==> src/rtl/button_pkg.sv <==
`default_nettype none
// ============================================================================
// Module  : button_pkg
// Purpose : Shared button indices, repeat-FSM states and 25 MHz timing defaults.
// Revision: 1.0 - initial release
// ============================================================================
package button_pkg;

    localparam int BTN_C = 0;
    localparam int BTN_U = 1;
    localparam int BTN_D = 2;
    localparam int BTN_R = 3;
    localparam int BTN_L = 4;

    // 0.8 ms debounce, 10 ms initial hold, 2 ms repeat period at 25 MHz
    localparam int c_DEF_NUM_BTNS        = 5;
    localparam int c_DEF_DEBOUNCE_CYCLES = 20000;
    localparam int c_DEF_REPEAT_DELAY    = 250000;
    localparam int c_DEF_REPEAT_RATE     = 50000;

    typedef enum logic [1:0] {
        IDLE   = 2'd0,
        DELAY  = 2'd1,
        REPEAT = 2'd2
    } repeat_state_t;

endpackage : button_pkg
`default_nettype wire

==> src/rtl/button_channel.sv <==
`default_nettype none
// ============================================================================
// Module  : button_channel
// Purpose : One button: 2-FF sync, counter debounce, edge pulses, hold-repeat.
// Revision: 1.0 - initial release
// ============================================================================
module button_channel
    import button_pkg::*;
#(
    parameter int DEBOUNCE_CYCLES = c_DEF_DEBOUNCE_CYCLES,
    parameter int REPEAT_DELAY    = c_DEF_REPEAT_DELAY,
    parameter int REPEAT_RATE     = c_DEF_REPEAT_RATE
) (
    input  logic clk,
    input  logic rst_n,
    input  logic i_btn,
    input  logic i_repeat_en,
    output logic o_level,
    output logic o_press,
    output logic o_release,
    output logic o_action
);

    localparam int c_DB_W   = $clog2(DEBOUNCE_CYCLES + 1);
    localparam int c_RPT_MAX = (REPEAT_DELAY > REPEAT_RATE) ? REPEAT_DELAY : REPEAT_RATE;
    localparam int c_RPT_W  = $clog2(c_RPT_MAX + 1);

    localparam logic [c_DB_W-1:0]  c_DB_LAST    = c_DB_W'(DEBOUNCE_CYCLES - 1);
    localparam logic [c_RPT_W-1:0] c_DELAY_LAST = c_RPT_W'(REPEAT_DELAY - 1);
    localparam logic [c_RPT_W-1:0] c_RATE_LAST  = c_RPT_W'(REPEAT_RATE - 1);

    logic                r_sync1;
    logic                r_sync2;
    logic [c_DB_W-1:0]   r_db_cnt;
    logic                r_level;
    logic                r_press;
    logic                r_release;
    logic                r_repeat;
    repeat_state_t       r_state;
    logic [c_RPT_W-1:0]  r_rpt_cnt;

    logic w_diff;
    logic w_flip;
    logic w_rise;
    logic w_fall;

    assign w_diff = r_sync2 ^ r_level;
    assign w_flip = w_diff && (r_db_cnt == c_DB_LAST);
    assign w_rise = w_flip && !r_level;
    assign w_fall = w_flip && r_level;

    always_ff @(posedge clk or negedge rst_n) begin
        if (!rst_n) begin
            r_sync1   <= 1'b0;
            r_sync2   <= 1'b0;
            r_db_cnt  <= '0;
            r_level   <= 1'b0;
            r_press   <= 1'b0;
            r_release <= 1'b0;
        end else begin
            r_sync1   <= i_btn;
            r_sync2   <= r_sync1;
            r_press   <= w_rise;
            r_release <= w_fall;
            if (!w_diff || w_flip) begin
                r_db_cnt <= '0;
            end else begin
                r_db_cnt <= r_db_cnt + 1'b1;
            end
            if (w_flip) begin
                r_level <= !r_level;
            end
        end
    end

    // Repeat FSM keys off the debounce flip itself, so DELAY starts on the
    // same edge that raises btn_press and a falling edge kills any pending pulse.
    always_ff @(posedge clk or negedge rst_n) begin
        if (!rst_n) begin
            r_state   <= IDLE;
            r_rpt_cnt <= '0;
            r_repeat  <= 1'b0;
        end else begin
            r_repeat <= 1'b0;
            if (!i_repeat_en || w_fall || (!r_level && !w_rise)) begin
                r_state   <= IDLE;
                r_rpt_cnt <= '0;
            end else if (w_rise) begin
                r_state   <= DELAY;
                r_rpt_cnt <= '0;
            end else begin
                case (r_state)
                    IDLE: begin
                        r_state   <= DELAY;
                        r_rpt_cnt <= '0;
                    end
                    DELAY: begin
                        if (r_rpt_cnt == c_DELAY_LAST) begin
                            r_repeat  <= 1'b1;
                            r_rpt_cnt <= '0;
                            r_state   <= REPEAT;
                        end else begin
                            r_rpt_cnt <= r_rpt_cnt + 1'b1;
                        end
                    end
                    REPEAT: begin
                        if (r_rpt_cnt == c_RATE_LAST) begin
                            r_repeat  <= 1'b1;
                            r_rpt_cnt <= '0;
                        end else begin
                            r_rpt_cnt <= r_rpt_cnt + 1'b1;
                        end
                    end
                    default: begin
                        r_state   <= IDLE;
                        r_rpt_cnt <= '0;
                    end
                endcase
            end
        end
    end

    assign o_level   = r_level;
    assign o_press   = r_press;
    assign o_release = r_release;
    assign o_action  = r_press | r_repeat;

endmodule : button_channel
`default_nettype wire

==> src/rtl/button_conditioner.sv <==
`default_nettype none
// ============================================================================
// Module  : button_conditioner
// Purpose : NUM_BTNS independent button channels feeding chess_logic.
// Revision: 1.0 - initial release
// ============================================================================
module button_conditioner
    import button_pkg::*;
#(
    parameter int NUM_BTNS        = c_DEF_NUM_BTNS,
    parameter int DEBOUNCE_CYCLES = c_DEF_DEBOUNCE_CYCLES,
    parameter int REPEAT_DELAY    = c_DEF_REPEAT_DELAY,
    parameter int REPEAT_RATE     = c_DEF_REPEAT_RATE
) (
    input  logic                clk,
    input  logic                reset,
    input  logic [NUM_BTNS-1:0] btn_in,
    input  logic [NUM_BTNS-1:0] repeat_en,
    output logic [NUM_BTNS-1:0] btn_level,
    output logic [NUM_BTNS-1:0] btn_press,
    output logic [NUM_BTNS-1:0] btn_release,
    output logic [NUM_BTNS-1:0] btn_action,
    output logic                any_action
);

    genvar gi;
    generate
        for (gi = 0; gi < NUM_BTNS; gi++) begin : g_chan
            button_channel #(
                .DEBOUNCE_CYCLES (DEBOUNCE_CYCLES),
                .REPEAT_DELAY    (REPEAT_DELAY),
                .REPEAT_RATE     (REPEAT_RATE)
            ) u_chan (
                .clk         (clk),
                .rst_n       (reset),
                .i_btn       (btn_in[gi]),
                .i_repeat_en (repeat_en[gi]),
                .o_level     (btn_level[gi]),
                .o_press     (btn_press[gi]),
                .o_release   (btn_release[gi]),
                .o_action    (btn_action[gi])
            );
        end
    endgenerate

    assign any_action = |btn_action;

endmodule : button_conditioner
`default_nettype wire

==> config.mk <==
export PLATFORM = sky130hd
export DESIGN_NAME = button_conditioner
export DESIGN_NICKNAME = d
export VERILOG_FILES = /design/src/rtl/button_pkg.sv /design/src/rtl/button_channel.sv /design/src/rtl/button_conditioner.sv
export SDC_FILE = /design/constraint.sdc
export NUM_CORES = 1
export LEC_CHECK = 0
export ABC_CLOCK_PERIOD_IN_PS = 5000
export BUFFER_PORTS_ARGS = -buffer_cell sky130_fd_sc_hd__buf_2
export CAP_MARGIN = 20
export CORE_MARGIN = 2
export CORE_UTILIZATION = 55
export DETAILED_ROUTE_END_ITERATION = 8
export PLACE_DENSITY = 0.84
export SYNTH_ARGS = -nofsm -noshare
export SYNTH_HDL_FRONTEND = slang
export SYNTH_SLANG_ARGS = --single-unit
==> constraint.sdc <==
create_clock -name clk -period 5 [get_ports clk]
set_input_delay 0.5 -clock clk [delete_from_list [all_inputs] [get_ports clk]]
set_output_delay 0.5 -clock clk [all_outputs]
set_load 0.01 [all_outputs]
Word level (Yosys, flattened, before mapping) --
Index checks and enable logic that the tools add are counted.
Operators by class: add/sub/neg operators 10, $mul 0, divide/modulo/power cells 0, magnitude comparators 0, eq/ne operators 35, shift-type cells 0, multiplexer cells 75, bitwise logic cells 10, reduce and logical (&&, ||, !) cells 66
Operator list (number):
- $mux 18 | 20
- $pmux 18 s2 | 5
- $add 18x1->18 const B | 5
- $eq 18x16->1 const B | 5
- $eq 18x18->1 const B | 5
- $add 15x1->15 const B | 5
- $eq 15x15->1 const B | 5
- $mux 15 | 5
- $mux 2 | 15
- $pmux 2 s3 | 5
- $logic_and 1x1->1 | 20
- $logic_not 1->1 | 20
- $mux 1 | 20
- $ne 4x1->1 const B | 5
- $logic_or 1x1->1 | 15
- $ne 3x1->1 const B | 5
- $eq 2x1->1 const B | 5
- $eq 2x2->1 const B | 5
- $logic_not 2->1 | 5
- $pmux 1 s2 | 5
- $reduce_and 2->1 | 5
- $or 1x1->1 | 5
- $reduce_or 5->1 | 1
- $xor 1x1->1 | 5
Word-level totals: flip-flop bits (word level) 205, bits in latches 0, bits in writable memories 0, memory bits (read-only) 0, input port bits 12, output and inout port bits 21, word-level logic and storage cells 241, memories 0

Depth between registers and ports, before layout --
Gate-level depths: netlist of the first run.
depth in word-level cells 8, gate-level depth with buffers 8, gate-level depth less buffers 6

Hierarchy --
From an unflattened synthesis of the first run, not the netlist that was laid out.
Unflattened totals: cell total of the unflattened synthesis 975, area total of the unflattened synthesis 9836.9 um^2
By module, submodules not included:
- button_channel (g_chan[0].u_chan ...) | instances 4, cells an instance 195, area each 1966.9 um^2, seq. area each 1026.0 um^2
- button_channel (g_chan[4].u_chan) | instances 1, cells an instance 192, area each 1956.9 um^2, seq. area each 1026.0 um^2
- button_conditioner | instances 1, cells an instance 3, area each 12.5 um^2, seq. area each 0.0 um^2

Least setup slack after synthesis of the first run --
Ideal clock, no wire load.
kind flip-flop to flip-flop, from reg g_chan[3].u_chan.r_rpt_cnt[13], to reg g_chan[3].u_chan.r_rpt_cnt[10], library setup time 0.119 ns, arrival 2.175 ns, data required time 4.881 ns, setup slack 2.706 ns, stages on the path, launching flop included 7, path buffers 1, period minus slack after synthesis 2.294 ns, cell sequence dfrtp_1 -> or4_1 -> or4_1 -> o41a_1 -> o21bai_4 -> buf_6 -> nor2_1
On the way: longest elaborated chain between the ends 5
RTL lines:
- from (decl) | RTL line button_channel.sv:40 | logic [c_RPT_W-1:0] r_rpt_cnt;
- from (signal assigned) | RTL line button_channel.sv:103 | r_rpt_cnt <= r_rpt_cnt + 1'b1;
- from (signal assigned) | RTL line button_channel.sv:111 | r_rpt_cnt <= r_rpt_cnt + 1'b1;
- $eq 18x16->1 or $eq 18x18->1 (tied branches) | RTL line button_channel.sv:107, button_channel.sv:98
- $mux 18 (on tied branches) | RTL line button_channel.sv:107, button_channel.sv:98
- $pmux 18 s2 * | RTL line button_channel.sv:92 | case (r_state)
- $mux 18 * | RTL line button_channel.sv:88 | end else if (w_rise) begin
- $mux 18 * | RTL line button_channel.sv:85 | if (!i_repeat_en || w_fall || (!r_level && !w_rise)) begin
Every way passes the cells marked *; elsewhere a longest branch is shown, timed or not. A chain may end at the register's enable or synchronous reset.

Worst setup path in the final report of the first run --
from reg g_chan[0].u_chan.r_press, to out any_action
On the way: longest elaborated chain between the ends 2
RTL lines:
- from (decl) | RTL line button_channel.sv:36 | logic r_press;
- from (signal assigned) | RTL line button_channel.sv:63 | r_press <= w_rise;
- $or 1x1->1 | RTL line button_channel.sv:126 | assign o_action = r_press | r_repeat;
- $reduce_or 5->1 | RTL line button_conditioner.sv:46 | assign any_action = |btn_action;
- to (decl) | RTL line button_conditioner.sv:23 | output logic any_action
Every way passes these cells.

==> results.py, run 1 <==
metrics = {
    "outcome": {
        "status": "finished clean",
    },
    "sta": {
        "finClkSkew_ns": 0.0181,
        "rsz0062_at_grt": "no",
        "relSlewSlack_pct": 50.5,
        "fin_hold_ws_ns": 0.107,
        "fin_crit_ns": 2.60,
        "setup_viol": 0,
        "drv_slew": 0,
        "tightestPinTransition_ns": 0.736,
        "hold_viol": 0,
        "setup_tns_ns": 0,
        "fmax_mhz": 384,
        "fin_crit_sh_pct": 52.1,
    },
    "power_and_ir_drop": {
        "switching_power_uw": 715,
        "switching_share_pct": 20.6,
        "peakVddDrop_mv": 0.239,
        "clkPwrFrac_pct": 49.4,
        "p_leak_nw": 4.75,
        "totalPowerFinal_mw": 3.48,
        "p_int_mw": 2.76,
        "p_comb_share_pct": 2.0,
        "power.density_nw_per_um2": 311,
        "seq_power_share_pct": 48.5,
    },
    "run": {
        "maxCapViolations": 0,
    },
    "synth": {
        "synth_area_um2": 10100,
        "synthArstFlopShare_pct": 100,
        "synth_nets": 1057,
        "synthTopCellsByCount": "nor2_1 (210), dfrtp_1 (205), xor2_1 (86), xnor2_1 (62), nand2_1 (58)",
        "synth_top_area_share_pct": 50.8,
        "seq_area_frac_synth_pct": 50.8,
        "syn_area_per_cell_um2": 9.95,
        "yosysMostFrequentCell": "nor2_1",
        "ys_ff_latch": 205,
        "syn-instance-count": 1015,
        "yosysWarnings": 0,
        "yosysTopAreaCell": "dfrtp_1",
        "synth_top_flop_cell": "dfrtp_1",
        "ys_top_cells_by_area": "dfrtp_1 (51%), nor2_1 (7.8%), xor2_1 (7.5%)",
        "synth_edf_count": 0,
        "ys_types": 46,
    },
    "grt": {
        "grt_pass1_vias": 7088,
        "grt.overflow.total": 0,
        "antenna_found_initial": 1,
        "grt_first_pass_wirelength_um": 31700,
        "grt_max_degree": 137,
        "track_usage_pct": 19.0,
    },
    "clock_tree": {
        "clock_latency_ns": 0.50,
        "cts_buffers": 22,
        "cts.sinks": 205,
        "post_cts_buffers": 0,
        "cts-root-buf": "clkbuf_16",
        "cts_buffer_depth": 3,
        "cts_tree": "built",
        "h-tree-depth": 1,
        "cts.clk_slew.worst_paths_ns": 0.06,
    },
    "route": {
        "firstDrtPassIters": 5,
        "drt_wl_total_um": 18000,
        "drtIter0Drc": 412,
        "via_per_inst": 5.49,
        "vias": 7043,
        "final_antenna_net_count": 0,
        "wire_per_inst_um": 14.0,
        "drc": 0,
    },
    "finish": {
        "diodes": 0,
        "drive_above_1_share_pct": 9.39,
        "fin_area_um2": 11200,
        "nets": 1080,
        "synthToLayoutAreaGrowth_pct": 10.6,
    },
    "worst_setup_path": {
        "cp-end-kind": "primary output",
        "cp.required_ns": 4.50,
        "slowest_stage": "dfrtp_1",
        "path_class": "reg2out",
        "crit_top_cell": "or2_2",
        "path_cells": "or2_2, or2_2, or4_1, buf_2",
        "crit_arrival_ns": 2.10,
        "critPathMaxFanout": 2,
        "max_stage_delay_ns": 0.39,
        "critPathLaunchType": "flop",
    },
    "placed_design": {
        "detailed_place.area_um2": 10300,
        "dp_hpwl_um": 11900,
        "portBuffers": 32,
        "gp_congestion": 0.842,
    },
    "min_path": {
        "hold_class": "in2reg",
    },
    "floorplan": {
        "die_h_um": 139,
        "ios": 33,
        "die-area_um2": 19500,
        "initial_core_util_pct": 56.2,
        "die_width_um": 139,
        "core_um2": 18000,
        "rows": 49,
    },
}
worst paths after layout:
path	from	endpoint	slack (ns)	depth (start not counted)
worst max-delay path	g_chan[0].u_chan.o_press$_DFF_PN0_	any_action	2.40	4
worst min-delay path	btn_in[3]	g_chan[3].u_chan.r_sync1$_DFF_PN0_	0.11	1
worst max register to register	g_chan[4].u_chan.r_rpt_cnt[10]$_DFF_PN0_	g_chan[4].u_chan.r_rpt_cnt[14]$_DFF_PN0_	2.49	5
worst min register to register	g_chan[1].u_chan.r_sync1$_DFF_PN0_	g_chan[1].u_chan.r_sync2$_DFF_PN0_	0.35	0
max in group asynchronous	reset	g_chan[4].u_chan.r_sync1$_DFF_PN0_	3.76	3
min in group asynchronous	reset	g_chan[3].u_chan.r_db_cnt[10]$_DFF_PN0_	0.46	2
power groups by stage:
stage,Combinational (mW),Clock (mW),Sequential [mW]
after floorplan,0.0256,0,1.71
after global placement,0.0683,0,1.72
after detailed placement,0.0700,0,1.72
after CTS,0.0704,1.76,1.69
after global routing,0.0830,1.83,1.69
final,0.0709,1.72,1.69
cells by family (layout without fill, tap and decap cells):
group / after synthesis / after routing / share of synthesized area, %
adders and majority gates: 30 / 30 / 3.72
AOI/OAI and AO/OA: 47 / 47 / 3.47
and+or+nand+nor: 497 / 497 / 24.0
xor gates and xnor gates: 148 / 148 / 12.8
muxes: 14 / 14 / 1.49
buffers and inverters: 74 / 113 / 3.69
DFF: 205 / 205 / 50.8
state kept, by name (all words and copies together) (netlist names):
signal	flops
g_chan.u_chan.o_release	5
g_chan.u_chan.r_sync1	5
g_chan.u_chan.r_rpt_cnt	90
g_chan.u_chan.r_db_cnt	75
g_chan.u_chan.r_repeat	5
g_chan.u_chan.o_press	5
g_chan.u_chan.r_sync2	5
g_chan.u_chan.o_level	5
g_chan.u_chan.r_state	10
through the flow:
step           setup WS (ns)  instances  utilization (%)
2_1_floorplan           2.71       1015                -
3_3_place_gp            2.57       1241             57.5
3_5_place_dp            2.50       1241             57.5
4_1_cts                 2.37       1281             61.9
5_1_grt                 2.30       1283             62.1
6_report                2.40       1283             62.1
placed cells by master (no fill, tap or decap), types with 4 or more instances in the layout:
| master | n |
|---|---|
| clkbuf_8 | 6 |
| o21ai_0 | 10 |
| nor4b_1 | 7 |
| inv_1 | 37 |
| and4_1 | 6 |
| xnor2_1 | 62 |
| o211ai_1 | 7 |
| nor3b_1 | 9 |
| clkbuf_16 | 23 |
| nand3_1 | 56 |
| mux2i_1 | 6 |
| or2_2 | 11 |
| nand4_1 | 43 |
| nor3_1 | 27 |
| nand2b_1 | 5 |
| mux2_2 | 8 |
| buf_2 | 31 |
| or3_1 | 4 |
| o2111ai_1 | 6 |
| clkinv_2 | 4 |
| clkinvlp_4 | 4 |
| ha_1 | 30 |
| nor4_1 | 12 |
| and3_1 | 27 |
| dfrtp_1 | 205 |
| xor2_1 | 86 |
| o31ai_1 | 5 |
| nor2_1 | 210 |
| and2_1 | 4 |
| a22oi_1 | 5 |
| nand2_1 | 58 |
| a21o_1 | 4 |
| or4_1 | 6 |
final cells by class:
| cell class | instances | area, µm² |
|---|---|---|
| fill | 1384 | 6800 |
| multi-input combinational | 736 | 4590 |
| clock inverter | 12 | 149 |
| sequential | 205 | 5130 |
| inverter | 37 | 139 |
| timing repair buffer | 36 | 221 |
| clock buffer | 28 | 644 |
| tap | 229 | 287 |
repair_timing:
action	CTS	global route
resized for setup	0	0
hold endpoints to repair	0	29
hold buffers	0	1
layer usage:
layer	vias to the layer above	global-route usage, %	share of wire, %
li1	3481	-	-
met1	3421	25.2	45
met2	111	33.0	50
met3	30	2.65	3.4
met4	0	5.26	1.7
met5	-	0	0
critical path: cells and delay by family (launching register included):
family	cells	cell delay (ns)
buffers and inverters	1	0.15
and+or+nand+nor	3	1.07
DFF	1	0.39
Power figures use the tool's default switching activity.
==> run 2: changes to the inputs <==
--- a/config.mk
+++ b/config.mk
@@ -5,7 +5,7 @@
 export SDC_FILE = /design/constraint.sdc
 export NUM_CORES = 1
 export LEC_CHECK = 0
-export ABC_CLOCK_PERIOD_IN_PS = 5000
+export ABC_CLOCK_PERIOD_IN_PS = 2600
 export BUFFER_PORTS_ARGS = -buffer_cell sky130_fd_sc_hd__buf_2
 export CAP_MARGIN = 20
 export CORE_MARGIN = 2
==> constraint.sdc (replaced) <==
create_clock -name clk -period 2.6 [get_ports clk]
set_input_delay 0.26 -clock clk [delete_from_list [all_inputs] [get_ports clk]]
set_output_delay 0.26 -clock clk [all_outputs]
set_load 0.01 [all_outputs]
==> run 2 against run 1 <==
- combinational power increased by 100%
- sequential power up 92%
- wire length grew 2.4%
- global-route usage grew 0.41 points
- largest cell class unchanged
- largest power group is now sequential cells
==> results.py, run 2 (synthesized netlist as in run 1, its figures left out) <==
metrics = {
    "outcome": {
        "status": "finished clean",
    },
    "finish": {
        "drive_above_1_share_pct": 9.49,
        "post-route-util_pct": 62.5,
        "synthToLayoutAreaGrowth_pct": 11.2,
        "nets": 1090,
        "diodes": 0,
        "fin_area_um2": 11200,
        "reg.largest.list": "g_chan.u_chan.r_rpt_cnt (90), g_chan.u_chan.r_db_cnt (75), g_chan.u_chan.r_state (10)",
        "largest_reg_flops": 90,
        "layout.cells.non_filler": 1293,
        "top_register": "g_chan.u_chan.r_rpt_cnt",
        "final_common_cell": "nor2_1",
        "mostFrequentLayoutCells": "nor2_1 (210), dfrtp_1 (205), xor2_1 (86)",
    },
    "power_and_ir_drop": {
        "power.density_nw_per_um2": 584,
        "switching_share_pct": 20.8,
        "clkPwrFrac_pct": 48.4,
        "p_comb_share_pct": 2.2,
        "p_int_mw": 5.19,
        "p_leak_nw": 4.79,
        "totalPowerFinal_mw": 6.56,
        "peakVddDrop_mv": 0.465,
        "seq_power_share_pct": 49.5,
        "switching_power_mw": 1.37,
    },
    "clock_tree": {
        "cts.sinks": 205,
        "ctsResizeCount": 0,
        "cts_buffers": 22,
        "cts.clk_slew.worst_paths_ns": 0.06,
        "cts_tree": "built",
        "h-tree-depth": 1,
        "clock_latency_ns": 0.50,
        "cts-root-buf": "clkbuf_16",
        "cts_buffer_depth": 3,
    },
    "placed_design": {
        "dp_hpwl_um": 12100,
        "gp_congestion": 0.860,
        "portBuffers": 32,
        "dp.cells": 1246,
        "detailed_place.area_um2": 10400,
    },
    "worst_setup_path": {
        "crit_arrival_ns": 2.79,
        "max_stage_delay_ns": 0.54,
        "cp.required_ns": 2.98,
        "crit_top_cell": "or4_1",
        "path_delay_family": "simple AND/OR/NAND/NOR gates",
        "path_cells": "or4_1, or4_1, o41a_1, o21bai_4, buf_12, nor2_1",
        "cp-end-kind": "flop",
        "path_class": "reg2reg",
        "critPathMaxFanout": 18,
        "critPathLaunchType": "flop",
        "slowest_stage": "or4_1",
        "cp_num_buf_inv": 1,
    },
    "sta": {
        "rsz0062_at_grt": "no",
        "tightestPinTransition_ns": 0.823,
        "fin_crit_sh_pct": 92.8,
        "setup_viol": 0,
        "relSlewSlack_pct": 44.7,
        "hold_viol": 0,
        "fin_crit_ns": 2.41,
        "drv_slew": 0,
        "finClkSkew_ns": 0.0107,
        "setup_tns_ns": 0,
        "fmax_mhz": 415,
    },
    "grt": {
        "antenna_found_initial": 1,
        "grt_pass1_vias": 7284,
        "grt.overflow.total": 0,
        "grt_first_pass_wirelength_um": 32400,
        "track_usage_pct": 19.4,
        "grt_max_degree": 86,
    },
    "floorplan": {
        "core_um2": 18000,
        "rows": 49,
        "die-area_um2": 19500,
        "die_h_um": 139,
        "die_width_um": 139,
        "ios": 33,
        "initial_core_util_pct": 56.2,
    },
    "route": {
        "drt_wl_total_um": 18400,
        "wire_per_inst_um": 14.2,
        "drc": 0,
        "via_per_inst": 5.52,
        "firstDrtPassIters": 5,
        "drtIter0Drc": 422,
        "final_antenna_net_count": 0,
        "vias": 7138,
    },
    "run": {
        "maxCapViolations": 0,
    },
    "min_path": {
        "hold_class": "in2reg",
    },
}
[run 2: cell types whose count changed in the layout (fill, tap and decap cells not counted), sizes merged]
cell,delta
buf,+5
clkinvlp,-4
clkbuf,+2
bufinv,-1
clkinv,+4
dlygate4sd3,+5
inv,-1
[run 2: final cells by class]
type,instances,area [µm²]
clock buffers,30,642
inverters,37,139
flip-flops and latches,205,5130
clock inverters,10,111
multi-input cells,736,4590
repair buffers,46,327
well taps,229,287
fillers,1404,6740
[run 2: layer usage]
metal	GRT usage (%)	vias to the layer above	share of wire, %
met3	3.03	30	3.6
li1	-	3518	-
met4	5.79	0	1.8
met1	25.2	3477	45
met2	33.9	113	50
met5	0	-	0
[run 2: power by group through the flow]
stage / combinational, mW / sequential [mW] / clock (mW)
6_report: 0.142 / 3.25 / 3.17
3_3_place_gp: 0.137 / 3.30 / 0
5_1_grt: 0.165 / 3.25 / 3.38
3_5_place_dp: 0.140 / 3.30 / 0
4_1_cts: 0.148 / 3.24 / 3.26
2_1_floorplan: 0.0492 / 3.30 / 0
[run 2: worst paths after layout]
| kind | end | slack [ns] | startpoint | cells after the start |
|---|---|---|---|---|
| worst max-delay path | g_chan[3].u_chan.r_rpt_cnt[3]$_DFF_PN0_ | 0.19 | g_chan[3].u_chan.r_rpt_cnt[13]$_DFF_PN0_ | 6 |
| worst min-delay path | g_chan[4].u_chan.r_state[0]$_DFFE_PN0P_ | 0.07 | repeat_en[4] | 3 |
| worst max register to register | g_chan[3].u_chan.r_rpt_cnt[3]$_DFF_PN0_ | 0.19 | g_chan[3].u_chan.r_rpt_cnt[13]$_DFF_PN0_ | 6 |
| worst min register to register | g_chan[3].u_chan.r_sync2$_DFF_PN0_ | 0.36 | g_chan[3].u_chan.r_sync1$_DFF_PN0_ | 0 |
| max in group asynchronous | g_chan[1].u_chan.r_db_cnt[13]$_DFF_PN0_ | 1.55 | reset | 3 |
| min in group asynchronous | g_chan[3].u_chan.r_db_cnt[2]$_DFF_PN0_ | 0.26 | reset | 2 |
[run 2: per-stage QoR]
| step | hold WS [ns] | setup slack [ns] |
|---|---|---|
| after CTS | 0.0298 | 0.107 |
| after global placement | 0.247 | 0.206 |
| after detailed placement | 0.246 | 0.113 |
| after global routing | 0.0647 | 0.0530 |
| after floorplan | -0.0356 | 0.306 |
| final | 0.0652 | 0.188 |
[run 2: timing repair]
action / CTS / global route
hold buffers: 6 / 0
buffers inserted: 0 / 1
endpoints found under the hold margin: 55 / 0
setup endpoints to repair: 0 / 4
[run 2: worst min-delay path, delay by kind of cell]
family / cells / cell delay [ns]
AOI/OAI and AO/OA: 2 / 0.13
buffers and inverters: 1 / 0.12
==> run 3: changes to the inputs <==
--- a/config.mk
+++ b/config.mk
@@ -8,8 +8,10 @@
 export ABC_CLOCK_PERIOD_IN_PS = 2600
 export BUFFER_PORTS_ARGS = -buffer_cell sky130_fd_sc_hd__buf_2
 export CAP_MARGIN = 20
+export CORE_ASPECT_RATIO = 2
 export CORE_MARGIN = 2
 export CORE_UTILIZATION = 55
+export CTS_BUF_LIST = sky130_fd_sc_hd__clkbuf_2
 export DETAILED_ROUTE_END_ITERATION = 8
 export PLACE_DENSITY = 0.84
 export SYNTH_ARGS = -nofsm -noshare
==> run 3 against run 2 <==
- register-to-register slack about the same
- setup slack got worse by 0.047 ns
- total power decreased by 17%
- critical path depth decreased by 2
- sequential power about the same
- flip-flop and latch count unchanged
- largest cell class unchanged
==> results.py, run 3 (synthesized netlist as in run 1, its figures left out) <==
metrics = {
    "finish": {
        "top_register": "g_chan.u_chan.r_rpt_cnt",
        "mostFrequentLayoutCells": "nor2_1 (210), dfrtp_1 (205), xor2_1 (86)",
        "reg.largest.list": "g_chan.u_chan.r_rpt_cnt (90), g_chan.u_chan.r_db_cnt (75), g_chan.u_chan.r_state (10)",
        "synthToLayoutAreaGrowth_pct": 9.16,
        "nets": 1124,
        "largest_reg_flops": 90,
        "num-fill-cells": 1551,
        "drive_above_1_share_pct": 12.5,
        "final_common_cell": "nor2_1",
    },
    "sta": {
        "setup_tns_ns": 0,
        "fin_crit_ns": 2.46,
        "fin_ws_ns": 0.141,
        "drv_slew": 0,
        "fmax_mhz": 407,
        "rsz0062_at_grt": "no",
        "relSlewSlack_pct": 63.3,
        "fin_crit_sh_pct": 94.6,
        "hold_viol": 0,
        "tightestPinTransition_ns": 0.550,
        "finClkSkew_ns": 0.0443,
        "setup_viol": 0,
    },
    "floorplan": {
        "die_h_um": 196,
        "core_um2": 18100,
        "initial_core_util_pct": 55.7,
        "rows": 70,
        "die-area_um2": 19500,
        "ios": 33,
        "die_width_um": 99.8,
    },
    "clock_tree": {
        "h-tree-depth": 2,
        "cts-root-buf": "clkbuf_2",
        "cts.clk_slew.worst_paths_ns": 0.12,
        "cts_buffer_depth": 3,
        "cts.sinks": 205,
        "cts_tree": "built",
        "clock_latency_ns": 0.75,
        "cts_buffers": 45,
    },
    "route": {
        "firstDrtPassIters": 4,
        "wire_per_inst_um": 14.0,
        "drtIter0Drc": 268,
        "drt_wl_total_um": 18700,
        "drc": 0,
        "vias": 7379,
        "via_per_inst": 5.54,
        "final_antenna_net_count": 0,
    },
    "grt": {
        "grt_max_degree": 71,
        "grt_first_pass_wirelength_um": 32800,
        "use_met3_pct": 3.36,
        "antenna_found_initial": 1,
        "grt.overflow.total": 0,
        "global_route.usage.met2_pct": 37.9,
        "track_usage_pct": 20.1,
        "use_met1_pct": 20.7,
        "busiest_layer": "met2",
        "grt_pass1_vias": 7677,
    },
    "placed_design": {
        "dp_hpwl_um": 13100,
        "gp_congestion": 0.857,
        "dpl_worst_slack_ns": 0.113,
        "portBuffers": 32,
    },
    "worst_setup_path": {
        "crit_top_cell": "or2_4",
        "cp.required_ns": 2.34,
        "max_stage_delay_ns": 0.41,
        "critPathLaunchType": "flop",
        "critPathMaxFanout": 2,
        "crit_arrival_ns": 2.20,
        "cp-end-kind": "primary output",
        "path_cells": "or2_4, or2_4, or4_1, buf_2",
        "path_class": "reg2out",
        "slowest_stage": "dfrtp_1",
    },
    "outcome": {
        "status": "finished clean",
    },
    "power_and_ir_drop": {
        "power.density_nw_per_um2": 496,
        "peakVddDrop_mv": 0.298,
        "p_leak_nw": 4.79,
    },
    "run": {
        "maxCapViolations": 0,
    },
    "min_path": {
        "hold_class": "in2reg",
    },
}
==> run 3: per-layer routing <==
layer  vias up  share of wire, %  wire length (µm)
met5         -                 0                 0
met4         0               4.1               760
met3        56               3.2               592
met2       133                55             10300
met1      3596                38              7060
li1       3594                 -                 -
==> run 3: cell type report <==
class	instances	area, µm²	share of cell area [%]
Clock inverter	16	116	1.06
Sequential cell	205	5130	46.5
Antenna cell	1	2.50	0.0227
Tap cell	216	270	2.45
Clock buffer	65	325	2.95
Timing Repair Buffer	57	437	3.96
Inverter	37	139	1.26
Multi-Input combinational cell	736	4600	41.7
==> run 3: power breakdown <==
| group | leakage [nW] | switching, mW | total (mW) | internal [mW] |
|---|---|---|---|---|
| Sequential | 2.83 | 0.0295 | 3.24 | 3.21 |
| Combinational | 1.64 | 0.104 | 0.156 | 0.0524 |
| Clock | 0.327 | 1.20 | 2.07 | 0.870 |
==> run 3: worst paths after layout <==
path,end,startpoint,cells after the start,slack [ns]
setup reg to reg,g_chan[3].u_chan.r_rpt_cnt[6]$_DFF_PN0_,g_chan[3].u_chan.r_rpt_cnt[13]$_DFF_PN0_,6,0.18
max in group asynchronous,g_chan[1].u_chan.r_rpt_cnt[15]$_DFF_PN0_,reset,4,1.44
hold reg to reg,g_chan[0].u_chan.r_sync2$_DFF_PN0_,g_chan[0].u_chan.r_sync1$_DFF_PN0_,0,0.35
setup / recovery,any_action,g_chan[0].u_chan.o_press$_DFF_PN0_,4,0.14
min in group asynchronous,g_chan[1].u_chan.r_repeat$_DFF_PN0_,reset,3,0.50
hold / removal,g_chan[4].u_chan.r_sync1$_DFF_PN0_,btn_in[4],2,0.15
==> run 3: timing repair <==
item / CTS / global route
hold buffers: 13 / 0
setup endpoints to repair: 1 / 16
gates resized for setup: 2 / 1
hold endpoints to repair: 225 / 0
buffers inserted: 0 / 1
pin swaps: 0 / 2
==> run 3: per-stage QoR <==
| step | power, mW | utilization, % | instance area [µm²] | hold slack, ns | std cells |
|---|---|---|---|---|---|
| after global placement | 3.44 | 57.4 | 10400 | 0.231 | 1237 |
| after detailed placement | 3.45 | 57.4 | 10400 | 0.240 | 1237 |
| after global routing | 5.73 | 60.8 | 11000 | 0.0790 | 1333 |
| final | 5.47 | 60.8 | 11000 | 0.152 | 1333 |
| after CTS | 5.55 | 60.6 | 11000 | 0.0734 | 1331 |
| after floorplan | 3.35 | - | 10100 | -0.0356 | 1015 |
==> run 3: critical path, delay by kind of cell (launching register included) <==
kind	cells	cell delay, ns
buf+inv	1	0.15
flops	1	0.41
simple gates	3	0.88
